### config.mk
export PLATFORM = sky130hd
export DESIGN_NAME = axi_lite_reg_slave
export DESIGN_NICKNAME = d
export VERILOG_FILES = /design/src/rtl/axi_lite_reg_pkg.sv /design/src/rtl/axi_lite_reg_slave.sv
export SDC_FILE = /design/constraint.sdc
export NUM_CORES = 1
export LEC_CHECK = 0
export ABC_AREA = 1
export BUFFER_PORTS_ARGS = -buffer_cell sky130_fd_sc_hd__buf_2
export CAP_MARGIN = 5
export CORE_MARGIN = 4
export CORE_UTILIZATION = 50
export DETAILED_ROUTE_END_ITERATION = 10
export PLACE_DENSITY = 0.77
export SETUP_SLACK_MARGIN = 0.4
export SYNTH_ARGS = -nofsm -noshare
export SYNTH_HDL_FRONTEND = slang
export SYNTH_SLANG_ARGS = --single-unit
### constraint.sdc
create_clock -name s0_axi_aclk -period 9.75 [get_ports s0_axi_aclk]
set_input_delay 0.4875 -clock s0_axi_aclk [delete_from_list [all_inputs] [get_ports s0_axi_aclk]]
set_output_delay 0.4875 -clock s0_axi_aclk [all_outputs]
set_load 0.03 [all_outputs]
### src/rtl/axi_lite_reg_pkg.sv
// axi_lite_reg_pkg: shared response codes, read-state type and ID default for the AXI-Lite register slave
package axi_lite_reg_pkg;
    localparam logic [1:0]  RESP_OKAY        = 2'b00;
    localparam logic [1:0]  RESP_SLVERR      = 2'b10;
    localparam logic [31:0] ID_VALUE_DEFAULT = 32'h4158_4C31;
    typedef enum logic {R_IDLE, R_DATA} rstate_t;
endpackage

### src/rtl/axi_lite_reg_slave.sv
// axi_lite_reg_slave: AXI4-Lite register file, last register is a read-only ID; define AXIL_REG_SLVERR_EN for SLVERR on out-of-range accesses
module axi_lite_reg_slave
    import axi_lite_reg_pkg::*;
#(
    parameter int          NUM_REGS = 8,
    parameter logic [31:0] ID_VALUE = ID_VALUE_DEFAULT
)(
    input  logic                   s0_axi_aclk,
    input  logic                   s0_axi_areset,
    input  logic [31:0]            s0_axi_awaddr,
    input  logic [2:0]             s0_axi_awprot,
    input  logic                   s0_axi_awvalid,
    output logic                   s0_axi_awready,
    input  logic [31:0]            s0_axi_wdata,
    input  logic [3:0]             s0_axi_wstrb,
    input  logic                   s0_axi_wvalid,
    output logic                   s0_axi_wready,
    output logic [1:0]             s0_axi_bresp,
    output logic                   s0_axi_bvalid,
    input  logic                   s0_axi_bready,
    input  logic [31:0]            s0_axi_araddr,
    input  logic [2:0]             s0_axi_arprot,
    input  logic                   s0_axi_arvalid,
    output logic                   s0_axi_arready,
    output logic [31:0]            s0_axi_rdata,
    output logic [1:0]             s0_axi_rresp,
    output logic                   s0_axi_rvalid,
    input  logic                   s0_axi_rready,
    output logic [32*NUM_REGS-1:0] reg_q
);
    localparam int IW = $clog2(NUM_REGS);
    localparam logic [IW-1:0] ID_IDX = IW'(NUM_REGS - 1);
`ifdef AXIL_REG_SLVERR_EN
    localparam logic [1:0] OOR_RESP = RESP_SLVERR;
`else
    localparam logic [1:0] OOR_RESP = RESP_OKAY;
`endif

    logic [31:0]   r_regs [NUM_REGS];
    logic          r_aw_held, r_w_held, r_bvalid;
    logic [31:0]   r_awaddr, r_wdata;
    logic [3:0]    r_wstrb;
    logic [1:0]    r_bresp, r_rresp;
    logic [31:0]   r_rdata;
    rstate_t       r_rstate, w_rstate_next;
    logic          w_aw_hs, w_w_hs, w_ar_hs, w_commit, w_win, w_rin, w_unused;
    logic [IW-1:0] w_widx, w_ridx;
    logic [31:0]   w_rd_val;
    logic [1:0]    w_rd_resp;

    assign s0_axi_awready = !r_aw_held && !r_bvalid;
    assign s0_axi_wready  = !r_w_held && !r_bvalid;
    assign s0_axi_bvalid  = r_bvalid;
    assign s0_axi_bresp   = r_bresp;
    assign s0_axi_arready = r_rstate == R_IDLE;
    assign s0_axi_rvalid  = r_rstate == R_DATA;
    assign s0_axi_rdata   = r_rdata;
    assign s0_axi_rresp   = r_rresp;

    assign w_aw_hs  = s0_axi_awvalid && s0_axi_awready;
    assign w_w_hs   = s0_axi_wvalid && s0_axi_wready;
    assign w_ar_hs  = s0_axi_arvalid && s0_axi_arready;
    assign w_commit = r_aw_held && r_w_held;
    assign w_widx   = r_awaddr[IW+1:2];
    assign w_ridx   = s0_axi_araddr[IW+1:2];
    assign w_win    = r_awaddr[31:IW+2] == '0;
    assign w_rin    = s0_axi_araddr[31:IW+2] == '0;
    assign w_unused = ^{s0_axi_awprot, s0_axi_arprot, r_awaddr[1:0], s0_axi_araddr[1:0]};

    // The ID slot is a constant; storage behind it is never written
    for (genvar i = 0; i < NUM_REGS; i++) begin : g_q
        assign reg_q[32*i +: 32] = (i == NUM_REGS - 1) ? ID_VALUE : r_regs[i];
    end

    // Write channel: hold AW and W independently, commit once both are held, then wait for B
    always_ff @(posedge s0_axi_aclk or posedge s0_axi_areset) begin
        if (s0_axi_areset) begin
            r_aw_held <= 1'b0;
            r_w_held  <= 1'b0;
            r_awaddr  <= '0;
            r_wdata   <= '0;
            r_wstrb   <= '0;
            r_bvalid  <= 1'b0;
            r_bresp   <= RESP_OKAY;
            for (int k = 0; k < NUM_REGS; k++) r_regs[k] <= '0;
        end else begin
            if (w_aw_hs) begin
                r_aw_held <= 1'b1;
                r_awaddr  <= s0_axi_awaddr;
            end
            if (w_w_hs) begin
                r_w_held <= 1'b1;
                r_wdata  <= s0_axi_wdata;
                r_wstrb  <= s0_axi_wstrb;
            end
            if (w_commit) begin
                r_aw_held <= 1'b0;
                r_w_held  <= 1'b0;
                r_bvalid  <= 1'b1;
                r_bresp   <= w_win ? RESP_OKAY : OOR_RESP;
                if (w_win && w_widx != ID_IDX)
                    for (int b = 0; b < 4; b++)
                        if (r_wstrb[b]) r_regs[w_widx][8*b +: 8] <= r_wdata[8*b +: 8];
            end else if (r_bvalid && s0_axi_bready) begin
                r_bvalid <= 1'b0;
            end
        end
    end

    // Read lookup from the pre-edge register contents, so a same-edge write is not visible
    always_comb begin
        w_rd_val  = !w_rin ? 32'h0 : (w_ridx == ID_IDX ? ID_VALUE : r_regs[w_ridx]);
        w_rd_resp = w_rin ? RESP_OKAY : OOR_RESP;
    end

    // Read state register; data and response are captured on the AR handshake
    always_ff @(posedge s0_axi_aclk or posedge s0_axi_areset) begin
        if (s0_axi_areset) begin
            r_rstate <= R_IDLE;
            r_rdata  <= '0;
            r_rresp  <= RESP_OKAY;
        end else begin
            r_rstate <= w_rstate_next;
            if (w_ar_hs) begin
                r_rdata <= w_rd_val;
                r_rresp <= w_rd_resp;
            end
        end
    end

    // Read next-state: accept an address when idle, return once the data is taken
    always_comb begin
        w_rstate_next = r_rstate;
        if (r_rstate == R_IDLE)
            w_rstate_next = s0_axi_arvalid ? R_DATA : R_IDLE;
        else
            w_rstate_next = s0_axi_rready ? R_IDLE : R_DATA;
    end
endmodule

Yosys cells after proc, flatten, opt, wreduce, memory -nomap -nowiden

Cells that the tools add are included.
Widths: inputs -> output; s select.

Flip-flop bits (word level): 360
Bits of input ports: 113
Output and inout port bits: 297
Word-level logic and storage cells: 78

$lt $le $gt $ge: 3
Equality and inequality tests: 2
Mux-type cells: 36
Bitwise operators: 3
Reductions and logical operators: 18

Operators with widths:

| kind               | count |
|---|---|
| $mux 256           | 10 |
| $bwmux 256         | 4 |
| $demux 32 s3       | 4 |
| $mux 32            | 5 |
| $bmux 32 s3        | 1 |
| $logic_not 27->1   | 2 |
| $mux 24            | 1 |
| $mux 16            | 1 |
| $logic_and 1x1->1  | 9 |
| $mux 1             | 9 |
| $ge 4x4->1 const B | 2 |
| $mux 8             | 1 |
| $not 3->4          | 2 |
| $reduce_bool 2->1  | 3 |
| $lt 4x1->1 const B | 1 |
| $eq 3x3->1 const B | 1 |
| $logic_not 1->1    | 3 |
| $ne 3x3->1 const B | 1 |
| $reduce_and 2->1   | 1 |
| $not 1->1          | 1 |

Depth between registers and ports, before layout

Gate-level depths: netlist of run 1.

Depth after elaboration: 19
Depth in mapped cells: 10
Gate-level depth less buffers: 8

Worst setup path after synthesis of run 1

Ideal clock, no wire load.

Path type: register -> register
Start: register r_bvalid, in the netlist s0_axi_bvalid
End: register r_wdata[10]
Library setup time: 0.125 ns
Data arrival time: 1.849 ns
Required time: 9.625 ns
Setup slack: 7.777 ns
Stages on the path, launching flop included: 5
Path buffers: 1
Clock period less this slack: 1.973 ns
Cells stage by stage: dfrtp_1 -> nor2_1 -> nand2_1 -> buf_2 -> mux2_2

Longest elaborated chain between the ends: 3

Ends and longest elaborated chain:

| item                     | line                      | text |
|---|---|---|
| start: declaration       | axi_lite_reg_slave.sv:40  | `logic r_aw_held, r_w_held, r_bvalid;` |
| start signal: assignment | axi_lite_reg_slave.sv:83  | `r_bvalid <= 1'b0;` |
| start signal: assignment | axi_lite_reg_slave.sv:99  | `r_bvalid <= 1'b1;` |
| start signal: assignment | axi_lite_reg_slave.sv:105 | `r_bvalid <= 1'b0;` |
| $logic_not 1->1          | axi_lite_reg_slave.sv:52  | `assign s0_axi_wready = !r_w_held && !r_bvalid;` |
| $logic_and 1x1->1        | axi_lite_reg_slave.sv:52  |  |
| net s0_axi_wready        | axi_lite_reg_slave.sv:17  | `output logic s0_axi_wready,` |
| $logic_and 1x1->1        | axi_lite_reg_slave.sv:61  | `assign w_w_hs = s0_axi_wvalid && s0_axi_wready;` |
| end signal: assignment   | axi_lite_reg_slave.sv:93  | `r_wdata <= s0_axi_wdata;` |
| end: declaration         | axi_lite_reg_slave.sv:41  | `logic [31:0] r_awaddr, r_wdata;` |

The timed path passes the listed nets, and every way through them passes these cells.
A chain may end at the register's enable or synchronous reset.

Final worst setup path of run 1

Start: input port s0_axi_araddr[2]
End: register r_rdata[12], in the netlist s0_axi_rdata[12]

Longest elaborated chain between the ends: 6
Elaborated cells between the ends (all ways): 7
Classes of those cells: eq/ne (1); mux (5); bitwise (1)

Ends and longest elaborated chain:

| item                                       | line                      | text |
|---|---|---|
| start: declaration                         | axi_lite_reg_slave.sv:21  | `input logic [31:0] s0_axi_araddr,` |
| $not 3->4 (not written as such)            | axi_lite_reg_slave.sv:112 | `w_rd_val = !w_rin ? 32'h0 : (w_ridx == ID_IDX ? ID_VALUE : r_regs[w_ridx]);` |
| $bmux 32 s3                                | axi_lite_reg_slave.sv:112 |  |
| $mux 32 (not written as such) (2 in a row) | axi_lite_reg_slave.sv:112 |  |
| $mux 32 * (2 in a row)                     | axi_lite_reg_slave.sv:112 |  |
| end signal: assignment                     | axi_lite_reg_slave.sv:125 | `r_rdata <= w_rd_val;` |
| end: declaration                           | axi_lite_reg_slave.sv:44  | `logic [31:0] r_rdata;` |

Mark *: on every way between the ends. The rest lies on a longest branch, timed or not. The select of a mux whose other input is x is not followed.

==> metrics.md, run 1 <==
| Metric | Value |
|---|---|
| Status | `finished, final reports clean` |
| WS Path Type | `in -> reg` |
| Multiplexer share of the synthesized area | `0.0371` |
| Vias/cell | `approximately 5.7` |
| Worst Path Max Fanout | `72` |
| Critical Path AT | `3640 ps` |
| Post-DP HPWL | `~39 mm` |
| Crit path time final | `roughly 3200 ps` |
| Final hold slack | `about 150 ps` |
| Tightest Hold Check Type | `in -> reg` |
| Largest net degree at the start of global routing | `approximately 180` |
| Post-DR wirelength/cell | `between 20 and 25 um` |
| Routed wire length | `a little under 60 mm` |
| Crit. End Element | `flip-flop` |
| First-pass iteration count of the detailed router | `5` |
| Layout cells sized above 1 | `0.245` |
| First-pass GRT wire length | `between 80 and 90 mm` |
| Most frequent cells in the layout | `nand2_1, buf_2, dfrtp_1` |
| Comb power frac | `0.184` |
| # DRC | `0` |
| H-tree depth | `2` |
| Total vias in the final route | `about 16000` |
| DP Area | `0.0190 mm2` |
| Max Slew Vio Count | `0` |
| Post-synthesis simple-gate area fraction | `0.301` |
| Fillers | `roughly 3400` |
| Synth cell types | `26` |
| Syn. warnings | `0` |
| Syn Std Cell Area | `roughly 0.019 mm2` |
| Initial antenna violation count | `5` |
| Total congestion overflow | `0` |
| RSZ-0062 raised after global routing | `false` |
| Compound-Gate Fraction of Synth Area | `0.0345` |
| Clk pin slew, worst setup/hold paths | `60 ps` |
| Worst-skew pair later-pin latency | `between 500 and 600 ps` |
| Post-Syn Instances | `~2300` |
| Clock tree from TritonCTS | `built` |
| Final Setup Violations | `0` |
| Final setup TNS | `0 ps` |
| Combinational family with the most area after synthesis | `simple AND/OR/NAND/NOR gates` |
| Post-CTS setup buffer count | `0` |
| Post-Synth XOR/XNOR Area | `0` |
| CTS root buf | `clkbuf_16` |
| Post-layout util | `0.539` |
| Adder-cell area share of the yosys netlist | `0` |
| Antenna violation net count after detailed routing | `0` |
| TritonCTS Sinks | `about 360` |
| Commonest non-fill, non-tap cell in the layout | `nand2_1` |
| Num rows | `71` |
| Die area | `between 0.04 and 0.05 mm2` |
| Die H | `between 200 and 250 um` |
| PwrDens | `212 mW/mm2` |
| Maxcap violations | `0` |
| Final Hold Fails | `0` |
| Part of the cycle the worst path needs | `0.329` |
| P_leak | `between 10 and 15 nW` |
| Slew headroom | `0.206` |
| Multi-input combinational cell area | `0.00729 mm2` |
| Sequential share of power | `0.459` |
| Nets | `about 2400` |
| Pint | `2.78 mW` |
| Register area share after synthesis | `0.468` |
| CP required | `10180 ps` |
| Initial Util | `0.507` |
| I/O pins | `410` |
| Total area of sequential cells | `approximately 0.0090 mm2` |
| Port Buf Inserts | `363` |
| Chip Width | `approximately 200 um` |
| Worst VDD drop | `0.279 mV` |
| Max Freq | `311 MHz` |
| Worst Tran Pin Value | `between 1000 and 1500 ps` |
| Mean cell area of the mapped netlist | `between 8 and 9 um2` |
| Net switching power | `~1.5 mW` |
| Final Skew | `between 15 and 20 ps` |
| Sw Share | `0.353` |
| Core area | `approximately 0.038 mm2` |
| Num CTS Buffers | `40` |
| GP Congestion | `~0.92` |
| Clock share of power | `0.357` |
| Post-layout instance area | `between 0.02 and 0.025 mm2` |
| DR iter-0 viols | `about 1700` |
| Critical path startpoint category | `input pin` |
| Area Overhead vs Synth | `6.21%` |
| Vias in the first global route | `between 10000 and 15000` |
| Tot GR Track Use | `0.272` |
| Yosys reg bits | `between 300 and 400` |
| Clock Path Buffers | `3` |
-- synth_stat cells --
master / number / area, um2
nand3_2: 1 / 10.0
mux2_2: 63 / 709
nor3_2: 3 / 30.0
nand2_1: 693 / 2600
nor3_4: 5 / 81.3
inv_4: 2 / 12.5
buf_2: 62 / 310
nor2_4: 2 / 22.5
a21oi_1: 3 / 15.0
buf_1: 6 / 22.5
buf_4: 272 / 2040
nor3_1: 1 / 5.00
inv_1: 9 / 33.8
conb_1: 2 / 7.51
inv_2: 1 / 3.75
buf_6: 17 / 191
nor2_1: 161 / 604
nand4_4: 20 / 425
dfrtp_1: 358 / 8960
nand3_1: 100 / 500
nand3b_1: 1 / 7.51
nor2_2: 1 / 6.26
clkbuf_1: 95 / 357
o21ai_0: 129 / 646
clkbuf_2: 16 / 80.1
nand4_1: 234 / 1460
-- state kept, by name (all words and copies together) (netlist names), 4 cells and up --
signal and cells:
r_wdata 32, r_wstrb 4, s0_axi_rdata 32, r_awaddr 30
r_regs 32, reg_q 224
-- final timing paths --
kind	cells past startpoint	slack, ps	end	start
worst max register to register	7	6820	reg_q[201]	r_awaddr[3]
worst min register to register	0	380	r_regs[20]	r_regs[20]
min in group asynchronous	3	450	reg_q[44]	s0_axi_areset
worst max-delay path	9	6540	s0_axi_rdata[12]	s0_axi_araddr[2]
max in group asynchronous	4	8020	reg_q[149]	s0_axi_areset
worst min-delay path	2	150	s0_axi_rvalid	s0_axi_rready
-- logic make-up after synthesis --
logic type / count (synthesis)
buf+inv: 480
other cells: 2
compound gates: 132
mux: 63
simple gates: 1222
flops: 358
-- layer usage --
metal,global-route usage,share of wire,vias up
met1,0.403,0.42,7604
met5,0,0.00079,-
met3,0.0795,0.12,108
met2,0.390,0.43,957
met4,0.0785,0.027,8
li1,-,-,7195
-- final cells by class --
class,instances,area share
Clock buffer,59,0.0597
Tap cell,511,0.0314
Timing Repair Buffer,390,0.101
Sequential cell,358,0.441
Multi-Input combinational cell,1453,0.358
Antenna cell,1,0.000123
Clock inverter,12,0.00609
Inverter,12,0.00271
-- per-stage QoR --
step / setup slack [ps] / instances / power [mW]
global placement: 6180 / 2723 / 2.73
CTS: 6700 / 2795 / 4.29
global route: 6440 / 2795 / 4.46
finish: 6540 / 2796 / 4.30
floorplan: 4460 / 2291 / 2.55
detailed placement: 6150 / 2723 / 2.76
-- worst max-delay path: stages --
cell      delay, ps
buf_4           520
clkinv_2        910
buf_4           660
o21ai_0         330
o21ai_0         170
nand2_1         150
nand2_1         140
nand3_1         100
nand2_1          50
-- timing repair --
| item | in CTS | in global routing |
|---|---|---|
| hold buffers | 1 | 0 |
| hold endpoints to repair | 10 | 0 |
| resized for setup | 0 | 0 |
-- power groups by stage --
stage          clock [mW]  combinational (mW)  sequential, mW
3_5_place_dp            0               0.784            1.98
3_3_place_gp            0               0.764            1.96
6_report             1.54               0.792            1.98
4_1_cts              1.56               0.785            1.95
5_1_grt              1.62               0.853            1.99
2_1_floorplan           0               0.842            1.71
Note: power is estimated with default switching activity, not from simulation.
==> run 2, diff against run 1 <==
--- a/config.mk
+++ b/config.mk
@@ -5,11 +5,11 @@
 export SDC_FILE = /design/constraint.sdc
 export NUM_CORES = 1
 export LEC_CHECK = 0
-export ABC_AREA = 1
+export ABC_AREA = 0
 export BUFFER_PORTS_ARGS = -buffer_cell sky130_fd_sc_hd__buf_2
 export CAP_MARGIN = 5
 export CORE_MARGIN = 4
-export CORE_UTILIZATION = 50
+export CORE_UTILIZATION = 49
 export DETAILED_ROUTE_END_ITERATION = 10
 export PLACE_DENSITY = 0.77
 export SETUP_SLACK_MARGIN = 0.4
==> constraint.sdc (replaced) <==
create_clock -name s0_axi_aclk -period 2.9 [get_ports s0_axi_aclk]
set_input_delay 0.145 -clock s0_axi_aclk [delete_from_list [all_inputs] [get_ports s0_axi_aclk]]
set_output_delay 0.145 -clock s0_axi_aclk [all_outputs]
set_load 0.03 [all_outputs]
==> run 2 against run 1 <==
- sequential power grew to 3.0 times the previous value
- sequential cell count down 11
- die area shrank 7.8%
- via count decreased by 34%
- critical path depth shrank 4
- routed wire length shrank 24%
- synthesized area fell by 9.9%
- critical endpoint is now reg_q[180]
==> metrics.md, run 2 <==
| Metric | Value |
|---|---|
| Share of the synthesized area in the top cell type | `0.504` |
| Mean cell area of the mapped netlist | `around 14 um2` |
| RSZ-0062 raised after global routing | `true` |
| Post-route insts no fill | `slightly below 2000` |
| Critical path startpoint category | `flip-flop` |
| Comb power frac | `0.142` |
| Post-DP HPWL | `approximately 30 mm` |
| Status | `finished, final reports clean` |
| Die area | `~0.038 mm2` |
| Layout cells sized above 1 | `0.576` |
| Clk pin slew, worst setup/hold paths | `roughly 60 ps` |
| WS Path Type | `reg -> reg` |
| # DRC | `0` |
| Slew headroom | `0.305` |
| Post-Syn Instances | `1251` |
| Final Setup Violations | `0` |
| Initial antenna violation count | `2` |
| Synth top cells by count | `dfrtp_1, mux2_2, buf_4` |
| M1 GR Usage | `0.294` |
| Syn. warnings | `0` |
| Synth area leaders | `dfrtp_1, mux2_2, buf_4` |
| I/O pins | `about 400` |
| Commonest non-fill, non-tap cell in the layout | `buf_2` |
| Sw Share | `0.278` |
| Net switching power | `3.62 mW` |
| Synth cell types | `38` |
| Tot GR Track Use | `0.230` |
| Nets | `roughly 1600` |
| Cells after DPL | `1794` |
| Total vias in the final route | `10399` |
| Max Slew Vio Count | `0` |
| DR iter-0 viols | `around 420` |
| Sequential share of power | `0.462` |
| GP Congestion | `slightly below 0.8` |
| P_leak | `10.5 nW` |
| Post-DR wirelength/cell | `roughly 23 um` |
| Gr busiest metal | `met2` |
| Synth async-reset ratio | `1.00` |
| Met3 Use GR | `0.0509` |
| Largest net degree at the start of global routing | `150` |
| H-tree depth | `2` |
| R2R setup slack | `around 470 ps` |
| First-pass GRT wire length | `around 68 mm` |
| Max reg flops | `between 200 and 250` |
| Yosys reg bits | `approximately 350` |
| Most frequent cells in the layout | `buf_2, dfrtp_1, mux2_2` |
| Tightest Hold Check Type | `in -> async` |
| PwrDens | `roughly 660 mW/mm2` |
| Worst VDD drop | `0.658 mV` |
| GRT met2 Usage | `0.395` |
| Vias in the first global route | `between 10000 and 15000` |
| Most numerous cell in the Yosys netlist | `dfrtp_1` |
| Vias/cell | `between 5 and 6` |
| Final worst slack | `roughly 470 ps` |
| Maxcap violations | `0` |
| Register area share after synthesis | `0.504` |
| Total congestion overflow | `0` |
| Critical Path AT | `roughly 2800 ps` |
| CTS root buf | `clkbuf_16` |
| Core area | `roughly 0.035 mm2` |
| Worst Tran Pin Value | `1040 ps` |
| First-pass iteration count of the detailed router | `4` |
| Syn Std Cell Area | `~0.017 mm2` |
| Clock tree from TritonCTS | `built` |
| Pint | `roughly 9.4 mW` |
| Port Buf Inserts | `~360` |
| Final Hold Fails | `0` |
| TritonCTS Sinks | `347` |
| Num rows | `68` |
| Routed wire length | `approximately 45 mm` |
| Antenna violation net count after detailed routing | `0` |
| Chip Width | `slightly below 200 um` |
| Clock share of power | `0.396` |
| Final Skew | `between 10 and 15 ps` |
| Clock Path Buffers | `3` |
| Worst-skew pair later-pin latency | `about 520 ps` |
| CP required | `3310 ps` |
| Post_cts resized | `0` |
| Post-synth top area cell | `dfrtp_1` |
| Initial Util | `0.498` |
| Worst Path Max Fanout | `18` |
| Top FF cell, synth | `dfrtp_1` |
| Die H | `between 150 and 200 um` |
| Post-synth EDFFs | `0` |
| Crit path time final | `about 2400 ps` |
| Max Freq | `between 400 and 500 MHz` |
| Part of the cycle the worst path needs | `0.838` |
| Num CTS Buffers | `37` |
| Worst slack, placed | `482 ps` |
| Crit. End Element | `flip-flop` |
| Area Overhead vs Synth | `14.3%` |
==> run 2: changes by cell type after synthesis, sizes merged, moves of 66 or more <==
cell / change
o21ai: -95
clkbuf: -69
nor2: -132
nand2: -666
buf: -66
nand3: -100
mux2: +238
nand4: -233
==> run 2: final timing paths <==
| path | depth (start not counted) | startpoint | end |
|---|---|---|---|
| setup / recovery | 5 | r_awaddr[5] | reg_q[180] |
| hold / removal | 3 | s0_axi_areset | r_regs[28] |
| setup reg to reg | 5 | r_awaddr[5] | reg_q[180] |
| hold reg to reg | 0 | r_regs[25] | r_regs[25] |
| max in group asynchronous | 4 | s0_axi_areset | reg_q[104] |
| min in group s0_axi_aclk | 4 | s0_axi_araddr[3] | s0_axi_rdata[29] |
==> run 2: stage by stage <==
| stage | utilization | TNS [ps] | total power [mW] | hold slack (ps) | cell area (um2) |
|---|---|---|---|---|---|
| finish | 0.569 | 0 | 13.0 | 155 | 19700 |
| CTS | 0.569 | 0 | 13.1 | 137 | 19700 |
| global placement | 0.510 | 0 | 7.76 | 142 | 17700 |
| global route | 0.569 | 0 | 13.6 | 162 | 19700 |
| floorplan | - | -655640 | 7.27 | 241 | 17400 |
| detailed placement | 0.510 | 0 | 7.85 | 144 | 17700 |
==> run 2: kinds of logic (layout without fill, tap and decap cells) <==
logic type | after synthesis | after routing | share of synthesized area
buf+inv | 351 | 542 | 0.141
simple gates | 117 | 117 | 0.0549
compound gates | 59 | 59 | 0.0225
mux | 375 | 375 | 0.278
flops | 347 | 347 | 0.504
other cells | 2 | 38 | 0.000435
==> run 2: worst max-delay path, cell delays in order (launching register included) <==
cell and delay [ps]:
dfrtp_1 390, or4_4 570, nor2_8 390, buf_4 300, nand4_4 280, mux2_2 360
==> run 2: power by group through the flow <==
stage / clock (mW) / sequential, mW / combinational, mW
floorplan: 0 / 5.86 / 1.41
global placement: 0 / 6.05 / 1.71
detailed placement: 0 / 6.09 / 1.76
CTS: 5.27 / 6.01 / 1.84
global route: 5.48 / 6.13 / 2.00
finish: 5.16 / 6.03 / 1.85
==> run 2: layout make-up <==
| cell class | count | area (um2) |
|---|---|---|
| clock buffer | 48 | 1060 |
| clock inverter | 20 | 287 |
| multi-input combinational | 587 | 6270 |
| timing repair buffer | 459 | 2780 |
| fill | 2683 | 14900 |
| tap | 455 | 569 |
| inverter | 15 | 60.1 |
| antenna | 2 | 5.00 |
| sequential | 347 | 8680 |
==> run 2: what timing repair did <==
action                                 CTS  global route
endpoints found under the hold margin  127             0
setup buffers                            0             0
setup endpoints to repair                0             1
hold buffers                            69             0
==> run 2: per-layer routing <==
layer  part of all wire  wire length, um
met5                  0                0
met2               0.51            22600
met3              0.070             3150
met1               0.40            17700
met4              0.027             1190
